===== src/rtl/twiddle_gen_pkg.sv =====
// twiddle_pkg: octant type, group-to-multiplier map and Q1.(W-1) constants shared by the twiddle generator.
package twiddle_pkg;
  typedef enum logic [2:0] {o0, o1, o2, o3, o4, o5, o6, o7} octant_t;
  // g0->0, g1->2, g2->1, g3->3 is a plain bit reversal of the group index
  function automatic logic [1:0] grp_mul(input logic [1:0] g);
    return {g[0], g[1]};
  endfunction
  function automatic longint q_max(input int w);
    return (longint'(1) <<< (w - 1)) - 1;
  endfunction
  function automatic longint q_min(input int w);
    return -(longint'(1) <<< (w - 1));
  endfunction
  function automatic longint q_c(input int w);
    return longint'(0.70710678118654752 * (2.0 ** (w - 1)));
  endfunction
endpackage


===== src/rtl/twiddle_gen_if.sv =====
// twiddle_gen_if: beat strobe in, aligned twiddle out; the inv conjugate request exists only with TWIDDLE_GEN_INV_EN.
interface twiddle_gen_if #(parameter int WIDTH = 16);
  logic sclr, di_en, do_en, do_one;
  logic [WIDTH-1:0] do_r, do_i;
`ifdef TWIDDLE_GEN_INV_EN
  logic inv;
  modport master (output sclr, di_en, inv, input do_en, do_r, do_i, do_one);
  modport slave (input sclr, di_en, inv, output do_en, do_r, do_i, do_one);
`else
  modport master (output sclr, di_en, input do_en, do_r, do_i, do_one);
  modport slave (input sclr, di_en, output do_en, do_r, do_i, do_one);
`endif
endinterface


===== src/rtl/twiddle_gen_rom.sv =====
// twiddle_rom: registered read of the first-octant (cos, -sin) table; contents are computed at elaboration.
module twiddle_rom import twiddle_pkg::*; #(
  parameter int LOG_N = 6,
  parameter int WIDTH = 16
) (
  input  logic             clock,
  input  logic             reset,
  input  logic             en,
  input  logic [LOG_N-4:0] addr,
  output logic [WIDTH-1:0] tr,
  output logic [WIDTH-1:0] ti
);
  localparam int D = 1 << (LOG_N - 3);
  function automatic logic [2*WIDTH-1:0] entry(input int a);
    real th, sc;
    longint c, s;
    th = 2.0 * 3.14159265358979323846 * a / (2.0 ** LOG_N);
    sc = 2.0 ** (WIDTH - 1);
    c = longint'($cos(th) * sc);
    s = longint'(-$sin(th) * sc);
    // narrow words with large N can round cos up to +1.0
    if (c > q_max(WIDTH)) c = q_max(WIDTH);
    return {c[WIDTH-1:0], s[WIDTH-1:0]};
  endfunction
  logic [2*WIDTH-1:0] tab [D];
  for (genvar a = 0; a < D; a++) begin : g_tab
    localparam logic [2*WIDTH-1:0] E = entry(a);
    assign tab[a] = E;
  end
  always_ff @(posedge clock or posedge reset)
    if (reset) {tr, ti} <= '0;
    else if (en) {tr, ti} <= tab[addr];
endmodule


===== src/rtl/twiddle_gen.sv =====
// twiddle_gen: self-sequencing R2^2SDF stage twiddle source with octant folding.
// Define TWIDDLE_GEN_INV_EN to add the per-beat conjugate (inv) request.
module twiddle_gen import twiddle_pkg::*; #(
  parameter int LOG_N = 6,
  parameter int WIDTH = 16,
  parameter int OUT_FF = 1
) (
  input logic        clock,
  input logic        reset,
  twiddle_gen_if.slave bus
);
  localparam logic [WIDTH-1:0] CC = WIDTH'(q_c(WIDTH));
  localparam logic [WIDTH-1:0] MX = WIDTH'(q_max(WIDTH));
  localparam logic [WIDTH-1:0] MN = WIDTH'(q_min(WIDTH));
  localparam logic [WIDTH-1:0] Z = '0;
  logic [LOG_N-1:0] t, t_cur, lo_ext, m_ext, k, k1;
  logic [LOG_N-4:0] r, a, a1;
  logic [WIDTH-1:0] tr, ti, ur, ui, fi;
  octant_t oct1, oct2;
  logic v1, v2, rz2, one2;
  // sclr restarts the frame so a coincident beat is generated as t = 0
  assign t_cur = bus.sclr ? '0 : t;
  assign lo_ext = {2'b00, t_cur[LOG_N-3:0]};
  assign m_ext = {{(LOG_N-2){1'b0}}, grp_mul(t_cur[LOG_N-1:LOG_N-2])};
  assign k = lo_ext * m_ext;
  assign r = k[LOG_N-4:0];
  assign a = k[LOG_N-3] ? -r : r;
  always_ff @(posedge clock or posedge reset)
    if (reset) t <= '0;
    else if (bus.sclr || bus.di_en) t <= bus.di_en ? t_cur + 1'b1 : '0;
  always_ff @(posedge clock or posedge reset)
    if (reset) begin
      {v1, k1, a1} <= '0;
      oct1 <= o0;
    end else begin
      v1 <= bus.di_en;
      if (bus.di_en) begin
        k1 <= k;
        a1 <= a;
        oct1 <= octant_t'(k[LOG_N-1:LOG_N-3]);
      end
    end
  twiddle_rom #(.LOG_N(LOG_N), .WIDTH(WIDTH)) u_rom (
    .clock(clock), .reset(reset), .en(v1), .addr(a1), .tr(tr), .ti(ti)
  );
  always_ff @(posedge clock or posedge reset)
    if (reset) begin
      {v2, rz2, one2} <= '0;
      oct2 <= o0;
    end else begin
      v2 <= v1;
      if (v1) begin
        oct2 <= oct1;
        rz2 <= k1[LOG_N-4:0] == '0;
        one2 <= k1 == '0;
      end
    end
  always_comb begin
    {ur, ui} = '0;
    case (oct2)
      o0: {ur, ui} = rz2 ? {MX, Z} : {tr, ti};
      o1: {ur, ui} = rz2 ? {CC, -CC} : {-ti, -tr};
      o2: {ur, ui} = rz2 ? {Z, MN} : {ti, -tr};
      o3: {ur, ui} = rz2 ? {-CC, -CC} : {-tr, ti};
      o4: {ur, ui} = rz2 ? {MN, Z} : {-tr, -ti};
      o5: {ur, ui} = rz2 ? {-CC, CC} : {ti, tr};
      o6: {ur, ui} = rz2 ? {Z, MX} : {-ti, tr};
      o7: {ur, ui} = rz2 ? {CC, CC} : {tr, -ti};
      default: {ur, ui} = '0;
    endcase
  end
`ifdef TWIDDLE_GEN_INV_EN
  logic inv1, inv2;
  always_ff @(posedge clock or posedge reset)
    if (reset) {inv1, inv2} <= '0;
    else begin
      if (bus.di_en) inv1 <= bus.inv;
      if (v1) inv2 <= inv1;
    end
  assign fi = inv2 ? (ui == MN ? MX : -ui) : ui;
`else
  assign fi = ui;
`endif
  if (OUT_FF != 0) begin : g_ff
    always_ff @(posedge clock or posedge reset)
      if (reset) {bus.do_en, bus.do_r, bus.do_i, bus.do_one} <= '0;
      else begin
        bus.do_en <= v2;
        if (v2) {bus.do_r, bus.do_i, bus.do_one} <= {ur, fi, one2};
      end
  end else begin : g_comb
    assign bus.do_en = v2;
    assign bus.do_r = ur;
    assign bus.do_i = fi;
    assign bus.do_one = one2;
  end
endmodule


===== src/flat_wrapper.sv =====
// flat-port wrapper written by rule: the top's interface ports become plain ports
module twiddle_gen_flat import twiddle_pkg::*;
#(
  parameter int LOG_N = 6,
  parameter int WIDTH = 16,
  parameter int OUT_FF = 1
)
  (clock, reset, bus_sclr, bus_di_en, bus_do_en, bus_do_r, bus_do_i, bus_do_one);
  twiddle_gen_if #(.WIDTH(WIDTH)) bus_i ();
  input logic clock;
  input logic reset;
  input wire logic [$bits(bus_i.sclr)-1:0] bus_sclr;
  input wire logic [$bits(bus_i.di_en)-1:0] bus_di_en;
  output wire logic [$bits(bus_i.do_en)-1:0] bus_do_en;
  output wire logic [$bits(bus_i.do_r)-1:0] bus_do_r;
  output wire logic [$bits(bus_i.do_i)-1:0] bus_do_i;
  output wire logic [$bits(bus_i.do_one)-1:0] bus_do_one;
  assign bus_i.sclr = bus_sclr;
  assign bus_i.di_en = bus_di_en;
  assign bus_do_en = bus_i.do_en;
  assign bus_do_r = bus_i.do_r;
  assign bus_do_i = bus_i.do_i;
  assign bus_do_one = bus_i.do_one;
  twiddle_gen #(.LOG_N(LOG_N), .WIDTH(WIDTH), .OUT_FF(OUT_FF)) u_core (.clock(clock), .reset(reset), .bus(bus_i));
endmodule

===== config.mk =====
export PLATFORM = sky130hd
export DESIGN_NAME = twiddle_gen_flat
export DESIGN_NICKNAME = d
export VERILOG_FILES = /design/src/rtl/twiddle_gen_pkg.sv /design/src/rtl/twiddle_gen_if.sv /design/src/rtl/twiddle_gen_rom.sv /design/src/rtl/twiddle_gen.sv /design/src/flat_wrapper.sv
export SDC_FILE = /design/constraint.sdc
export NUM_CORES = 1
export LEC_CHECK = 0
export ABC_CLOCK_PERIOD_IN_PS = 3070
export CAP_MARGIN = 20
export CORE_MARGIN = 1.5
export CORE_UTILIZATION = 40
export CTS_CLUSTER_SIZE = 25
export DETAILED_ROUTE_END_ITERATION = 10
export PLACE_DENSITY = 0.53
export SYNTH_ARGS = -nofsm -noshare
export SYNTH_HDL_FRONTEND = slang
export SYNTH_HIERARCHICAL = 1
export SYNTH_SLANG_ARGS = --single-unit

===== constraint.sdc =====
create_clock -name clock -period 3.07 [get_ports clock]
set_input_delay 0.307 -clock clock [delete_from_list [all_inputs] [get_ports clock]]
set_output_delay 0.307 -clock clock [all_outputs]
set_load 0.02 [all_outputs]

==> results.sh, run 1 <==
export IMPL_power_leakage_nw=2.78
export IMPL_min_period_ns=2.48
export IMPL_grt_overflow_total=0
export IMPL_die_area_um2=16400
export IMPL_power_density_nw_per_um2=411
export IMPL_clockBufferDepth=2
export IMPL_rr_worst_depth=6
export IMPL_ys_ff_latch=85
export IMPL_endpoint_kind="flip-flop"
export IMPL_cts_num_sinks=85
export IMPL_antenna_found_initial=0
export IMPL_period_share_pct=80.8
export IMPL_dp_cells=975
export IMPL_syn_num_nets=773
export IMPL_ys_flop_type="dfrtp_1"
export IMPL_wl_per_cell_um=21.5
export IMPL_r2r_end="u_core/bus.do_r[8]$_DFFE_PP0P_"
export IMPL_min_path_type="primary input to async pin"
export IMPL_post_cts_buffers=0
export IMPL_viasPerCell=6.17
export IMPL_antenna_cells=0
export IMPL_nets=796
export IMPL_rsz0062_at_grt="false"
export IMPL_crit_arrival_ns=2.71
export IMPL_fillers=1514
export IMPL_synth_edf_count=0
export IMPL_fmax_mhz=403
export IMPL_die_x_um=128
export IMPL_setup_tns_ns=0
export IMPL_ant_nets=0
export IMPL_cts_hold_buffers=0
export IMPL_max_cap_violations=0
export IMPL_drive_gt1_share_pct=11.3
export IMPL_skew_ns=0.0143
export IMPL_hpwl_um=15300
export IMPL_finalNonFillerCells=991
export IMPL_core_um2=15300
export IMPL_row_count=45
export IMPL_synth_avg_cell_area_um2=8.32
export IMPL_grt_util_all_layers_pct=26.7
export IMPL_final_max_slew_violation_count=0
export IMPL_path_clk_slew_ns=0.07
export IMPL_rr_startpoint="u_core/oct2[0]$_DFFE_PP0P_"
export IMPL_setup_viol=0
export IMPL_startpoint_type="primary input"
export IMPL_ir_drop_uv=241
export IMPL_grt_first_pass_wirelength_um=33500
export IMPL_wl_um=21300
export IMPL_grt_pass1_vias=5967
export IMPL_layout_commonest_cell="dfrtp_1"
export IMPL_synth_cell_types=79
export IMPL_crit_required_ns=3.30
export IMPL_worst_pin_slew_ns=0.867
export IMPL_post_cts_resized=0
export IMPL_drt_first_iter_violations=575
export IMPL_syn_to_final_growth_pct=15.0
export IMPL_gp_congestion=0.946
export IMPL_drc=0
export IMPL_worstSetupPathType="primary input to flip-flop"
export IMPL_cts_tree="yes"
export IMPL_start_util_pct=41.0
export IMPL_fp_dieH_um=128
export IMPL_dr_pass1_iters=5
export IMPL_cts_root_buf="clkbuf_16"
export IMPL_status="complete, no violations"
export IMPL_crit_fanout=8
export IMPL_htreeDepth=3
export IMPL_cts_buffers=9
export IMPL_via_count=6119
export IMPL_seq_area_frac_synth_pct=34.0
export IMPL_netlist_area_um2=6260
export IMPL_clk_latency_ns=0.35
export IMPL_final_cell_mix="82 x dfrtp_1, 79 x nor2_1, 62 x nand2_1"
export IMPL_async_flop_share_pct=100
export IMPL_io_buffers=37
export IMPL_yosys_warnings=6
export IMPL_placed_cell_area_um2=6880
export IMPL_post_route_cell_area_um2=7190
export IMPL_hold_violations=0
export IMPL_grt_max_degree=62
export IMPL_maxSlewHeadroom_pct=42.2
export IMPL_synthCells=752
export IMPL_r2r_setup_slack_ns=0.66
export IMPL_pin_count=38
synth_stat cells (all sizes together) (4+ instances only):
cell | n | share of area [%]
nand2b | 18 | 1.8
mux2i | 12 | 1.9
ha | 16 | 3.2
and2 | 6 | 0.60
and3 | 5 | 0.50
nor2 | 79 | 4.7
nand2 | 62 | 3.7
o221ai | 8 | 1.1
nor2b | 20 | 2.0
o211ai | 5 | 0.60
clkbuf | 34 | 2.0
a31o | 6 | 0.84
a221oi | 10 | 1.4
or4 | 4 | 0.60
nor4 | 7 | 0.70
nor3 | 15 | 1.2
xor2 | 15 | 2.1
dfrtp | 85 | 34
a211o | 5 | 0.70
o32ai | 4 | 0.56
nand3 | 20 | 1.6
a211oi | 4 | 0.48
nand4 | 10 | 1.0
o21ai | 50 | 4.0
xnor2 | 14 | 2.0
mux2 | 15 | 2.7
and3b | 4 | 0.56
inv | 28 | 1.7
o22ai | 15 | 1.5
buf | 26 | 2.7
a31oi | 33 | 3.5
or2 | 9 | 0.94
a21oi | 41 | 3.3
o221a | 5 | 0.90
nand3b | 6 | 0.72
worst max-delay path, cell delays in order:
cell	delay [ns]
clkdlybuf4s50_1	0.54
nor2b_1	0.28
and2_1	0.17
ha_1	0.16
inv_1	0.05
fa_1	0.40
xnor2_1	0.28
nor2b_1	0.20
xnor2_1	0.07
mux2_2	0.25
sequential cells by signal, summed over array words and instances, names as in the netlist, 2 cells and up:
register,cells
u_core/u_rom/tr,14
u_core/bus.do_r,16
u_core/oct2,3
u_core/a1,2
u_core/bus.do_i,16
u_core/k1,6
u_core/t,6
u_core/u_rom/ti,16
layout make-up:
cell class              count  area (µm²)  share of cell area (%)
clock buffers              11         233                    3.24
clock inverters             5        85.1                    1.18
inverters                  30         113                    1.57
multi-input cells         577        3720                    51.7
flip-flops and latches     85        2130                    29.6
well taps                 211         264                    3.67
repair buffers             72         646                    8.98
how the worst max path moves through the flow:
stage	end	cells past startpoint	from	slack, ns
6_report	u_core/a1[2]$_DFFE_PP0P_	10	bus_sclr	0.59
5_1_grt	u_core/a1[2]$_DFFE_PP0P_	10	bus_sclr	0.41
4_1_cts	u_core/a1[2]$_DFFE_PP0P_	10	bus_sclr	0.60
3_5_place_dp	u_core/a1[2]$_DFFE_PP0P_	10	bus_sclr	0.24
3_3_place_gp	u_core/a1[2]$_DFFE_PP0P_	10	bus_sclr	0.31
2_1_floorplan	u_core/a1[2]$_DFFE_PP0P_	9	u_core/t[5]$_DFFE_PP0P_	0.94
metal layers:
metal / part of all wire, % / wire [µm] / global-route usage (%) / vias up
met5: 0 / 0 / 0 / -
met4: 2.7 / 579 / 10.8 / 0
met3: 6.5 / 1390 / 4.05 / 52
met2: 47 / 9900 / 42.3 / 268
met1: 44 / 9400 / 36.6 / 3002
li1: - / - / - / 2797
power breakdown:
group	internal [mW]	leakage (nW)	total, mW	switching [mW]
combinational	0.185	1.64	0.442	0.257
sequential	1.18	0.985	1.31	0.128
clock	0.720	0.151	1.20	0.481
cell families after synthesis:
| kind of cell | share of synthesized area (%) |
|---|---|
| and+or+nand+nor | 22.5 |
| AOI/OAI and AO/OA | 24.4 |
| buffers and inverters | 6.50 |
| DFF | 34.0 |
| xor gates and xnor gates | 4.06 |
| muxes | 4.98 |
| adders and majority gates | 3.52 |
| other | 0.0599 |
stage by stage:
stage,hold slack (ns),setup WS (ns),power (mW),util [%]
after detailed placement,0.471,0.243,1.77,45.1
after global placement,0.461,0.315,1.76,45.1
after global routing,0.431,0.413,3.07,47.1
after floorplan,0.338,0.936,1.58,-
after CTS,0.386,0.604,2.97,47.1
final,0.377,0.590,2.96,47.1
(Power assumes the default switching activity.)
==> run 2, diff against run 1 <==
--- a/config.mk
+++ b/config.mk
@@ -5,7 +5,7 @@
 export SDC_FILE = /design/constraint.sdc
 export NUM_CORES = 1
 export LEC_CHECK = 0
-export ABC_CLOCK_PERIOD_IN_PS = 3070
+export ABC_CLOCK_PERIOD_IN_PS = 2500
 export CAP_MARGIN = 20
 export CORE_MARGIN = 1.5
 export CORE_UTILIZATION = 40
==> constraint.sdc (replaced) <==
create_clock -name clock -period 2.5 [get_ports clock]
set_input_delay 0.25 -clock clock [delete_from_list [all_inputs] [get_ports clock]]
set_output_delay 0.25 -clock clock [all_outputs]
set_load 0.02 [all_outputs]
==> results.sh, run 2 (synthesis results as in run 1) <==
export IMPL_status="complete, no violations"
export IMPL_worstSetupPathType="flip-flop to flip-flop"
export IMPL_post_cts_buffers=0
export IMPL_dr_pass1_iters=6
export IMPL_grt_max_degree=62
export IMPL_final_cell_mix="82 x dfrtp_1, 79 x nor2_1, 71 x buf_4"
export IMPL_wl_per_cell_um=21.0
export IMPL_antenna_cells=0
export IMPL_startpoint_type="flip-flop"
export IMPL_worst_pin_slew_ns=1.03
export IMPL_io_buffers=37
export IMPL_via_count=6214
export IMPL_max_cap_violations=0
export IMPL_maxSlewHeadroom_pct=31.5
export IMPL_rr_worst_depth=5
export IMPL_hold_violations=0
export IMPL_period_share_pct=89.3
export IMPL_drt_first_iter_violations=548
export IMPL_start_util_pct=41.0
export IMPL_grt_overflow_total=0
export IMPL_r2r_setup_slack_ns=0.27
export IMPL_cts_root_buf="clkbuf_16"
export IMPL_antenna_found_initial=0
export IMPL_clk_latency_ns=0.36
export IMPL_rr_startpoint="u_core/u_rom/tr[3]$_DFFE_PP0P_"
export IMPL_grt_first_pass_wirelength_um=34600
export IMPL_viasPerCell=6.03
export IMPL_die_area_um2=16400
export IMPL_drive_gt1_share_pct=15.8
export IMPL_fmax_mhz=448
export IMPL_fp_dieH_um=128
export IMPL_skew_ns=0.0146
export IMPL_min_period_ns=2.23
export IMPL_rsz0062_at_grt="false"
export IMPL_power_mw=3.69
export IMPL_ant_nets=0
export IMPL_clockBufferDepth=2
export IMPL_syn_to_final_growth_pct=20.2
export IMPL_power_density_nw_per_um2=490
export IMPL_cts_buffers=9
export IMPL_r2r_end="u_core/bus.do_i[15]$_DFFE_PP0P_"
export IMPL_post_cts_resized=0
export IMPL_row_count=45
export IMPL_setup_tns_ns=0
export IMPL_cts_hold_buffers=0
export IMPL_power_leakage_nw=2.98
export IMPL_path_clk_slew_ns=0.06
export IMPL_nets=835
export IMPL_crit_required_ns=2.71
export IMPL_gp_congestion=0.933
export IMPL_core_um2=15300
export IMPL_setup_viol=0
export IMPL_grt_pass1_vias=6093
export IMPL_ir_drop_uv=354
export IMPL_cts_num_sinks=85
export IMPL_htreeDepth=3
export IMPL_crit_fanout=10
export IMPL_layout_commonest_cell="dfrtp_1"
export IMPL_final_max_slew_violation_count=0
export IMPL_cts_tree="yes"
export IMPL_min_path_type="primary input to async pin"
export IMPL_crit_arrival_ns=2.45
export IMPL_grt_util_all_layers_pct=27.6
export IMPL_pin_count=38
export IMPL_die_x_um=128
export IMPL_wl_um=21700
export IMPL_endpoint_kind="flip-flop"
export IMPL_hpwl_um=16500
export IMPL_drc=0
-- run 2: cell types whose count changed in the layout (fill, tap and decap cells not counted), sizes merged --
cell | before | now
buf | 35 | 74
clkbuf | 11 | 9
clkinv | 2 | 4
clkinvlp | 1 | 0
inv | 30 | 31
-- run 2: power by group --
part           switching (mW)  leakage, nW  internal [mW]
clock network           0.608        0.162          0.890
registers               0.118        0.985           1.46
logic                   0.358         1.83          0.257
total                    1.08         2.98           2.60
-- run 2: how the worst max path moves through the flow --
stage | end | slack, ns | cells past startpoint | start
floorplan | u_core/a1[2]$_DFFE_PP0P_ | 0.37 | 9 | u_core/t[5]$_DFFE_PP0P_
global placement | u_core/a1[2]$_DFFE_PP0P_ | 0.05 | 10 | bus_sclr
detailed placement | u_core/a1[2]$_DFFE_PP0P_ | 0.01 | 10 | bus_sclr
CTS | u_core/a1[2]$_DFFE_PP0P_ | 0.30 | 9 | u_core/t[4]$_DFFE_PP0P_
global route | u_core/bus.do_r[9]$_DFFE_PP0P_ | 0.13 | 7 | u_core/oct2[2]$_DFFE_PP0P_
finish | u_core/bus.do_i[15]$_DFFE_PP0P_ | 0.27 | 5 | u_core/u_rom/tr[3]$_DFFE_PP0P_
-- run 2: layer usage --
layer | vias up | track usage [%] | part of all wire [%]
li1 | 2885 | - | -
met1 | 3051 | 37.6 | 45
met2 | 236 | 43.7 | 47
met3 | 42 | 3.80 | 5.4
met4 | 0 | 12.2 | 3.0
met5 | - | 0 | 0
-- run 2: cell type report --
| type | count | area (µm²) |
|---|---|---|
| clock buffer | 9 | 225 |
| multi-input combinational | 577 | 3720 |
| clock inverter | 7 | 103 |
| tap | 211 | 264 |
| sequential | 85 | 2130 |
| timing repair buffer | 111 | 963 |
| fill | 1487 | 7740 |
| inverter | 30 | 113 |
-- run 2: metrics by stage --
step	utilization, %	area [µm²]	setup WS [ns]	hold WS (ns)	instances
after floorplan	-	6260	0.366	0.281	752
after global placement	47.1	7190	0.0495	0.462	1014
after detailed placement	47.1	7190	0.0128	0.478	1014
after CTS	49.3	7520	0.305	0.326	1030
after global routing	49.3	7520	0.133	0.367	1030
final	49.3	7520	0.268	0.299	1030
-- run 2: critical path: stages (launching register included) --
cell and delay, ns:
dfrtp_1 0.53, or4_4 0.58, nor4b_4 0.29, nand4_1 0.16, a311oi_1 0.41, a21oi_1 0.13
==> run 3, diff against run 2 <==
--- a/config.mk
+++ b/config.mk
@@ -9,6 +9,7 @@
 export CAP_MARGIN = 20
 export CORE_MARGIN = 1.5
 export CORE_UTILIZATION = 40
+export CTS_BUF_LIST = sky130_fd_sc_hd__clkbuf_16
 export CTS_CLUSTER_SIZE = 25
 export DETAILED_ROUTE_END_ITERATION = 10
 export PLACE_DENSITY = 0.53
==> results of run 3 <==
Same layout as run 2: the final DEF is identical, and so are final timing and power.
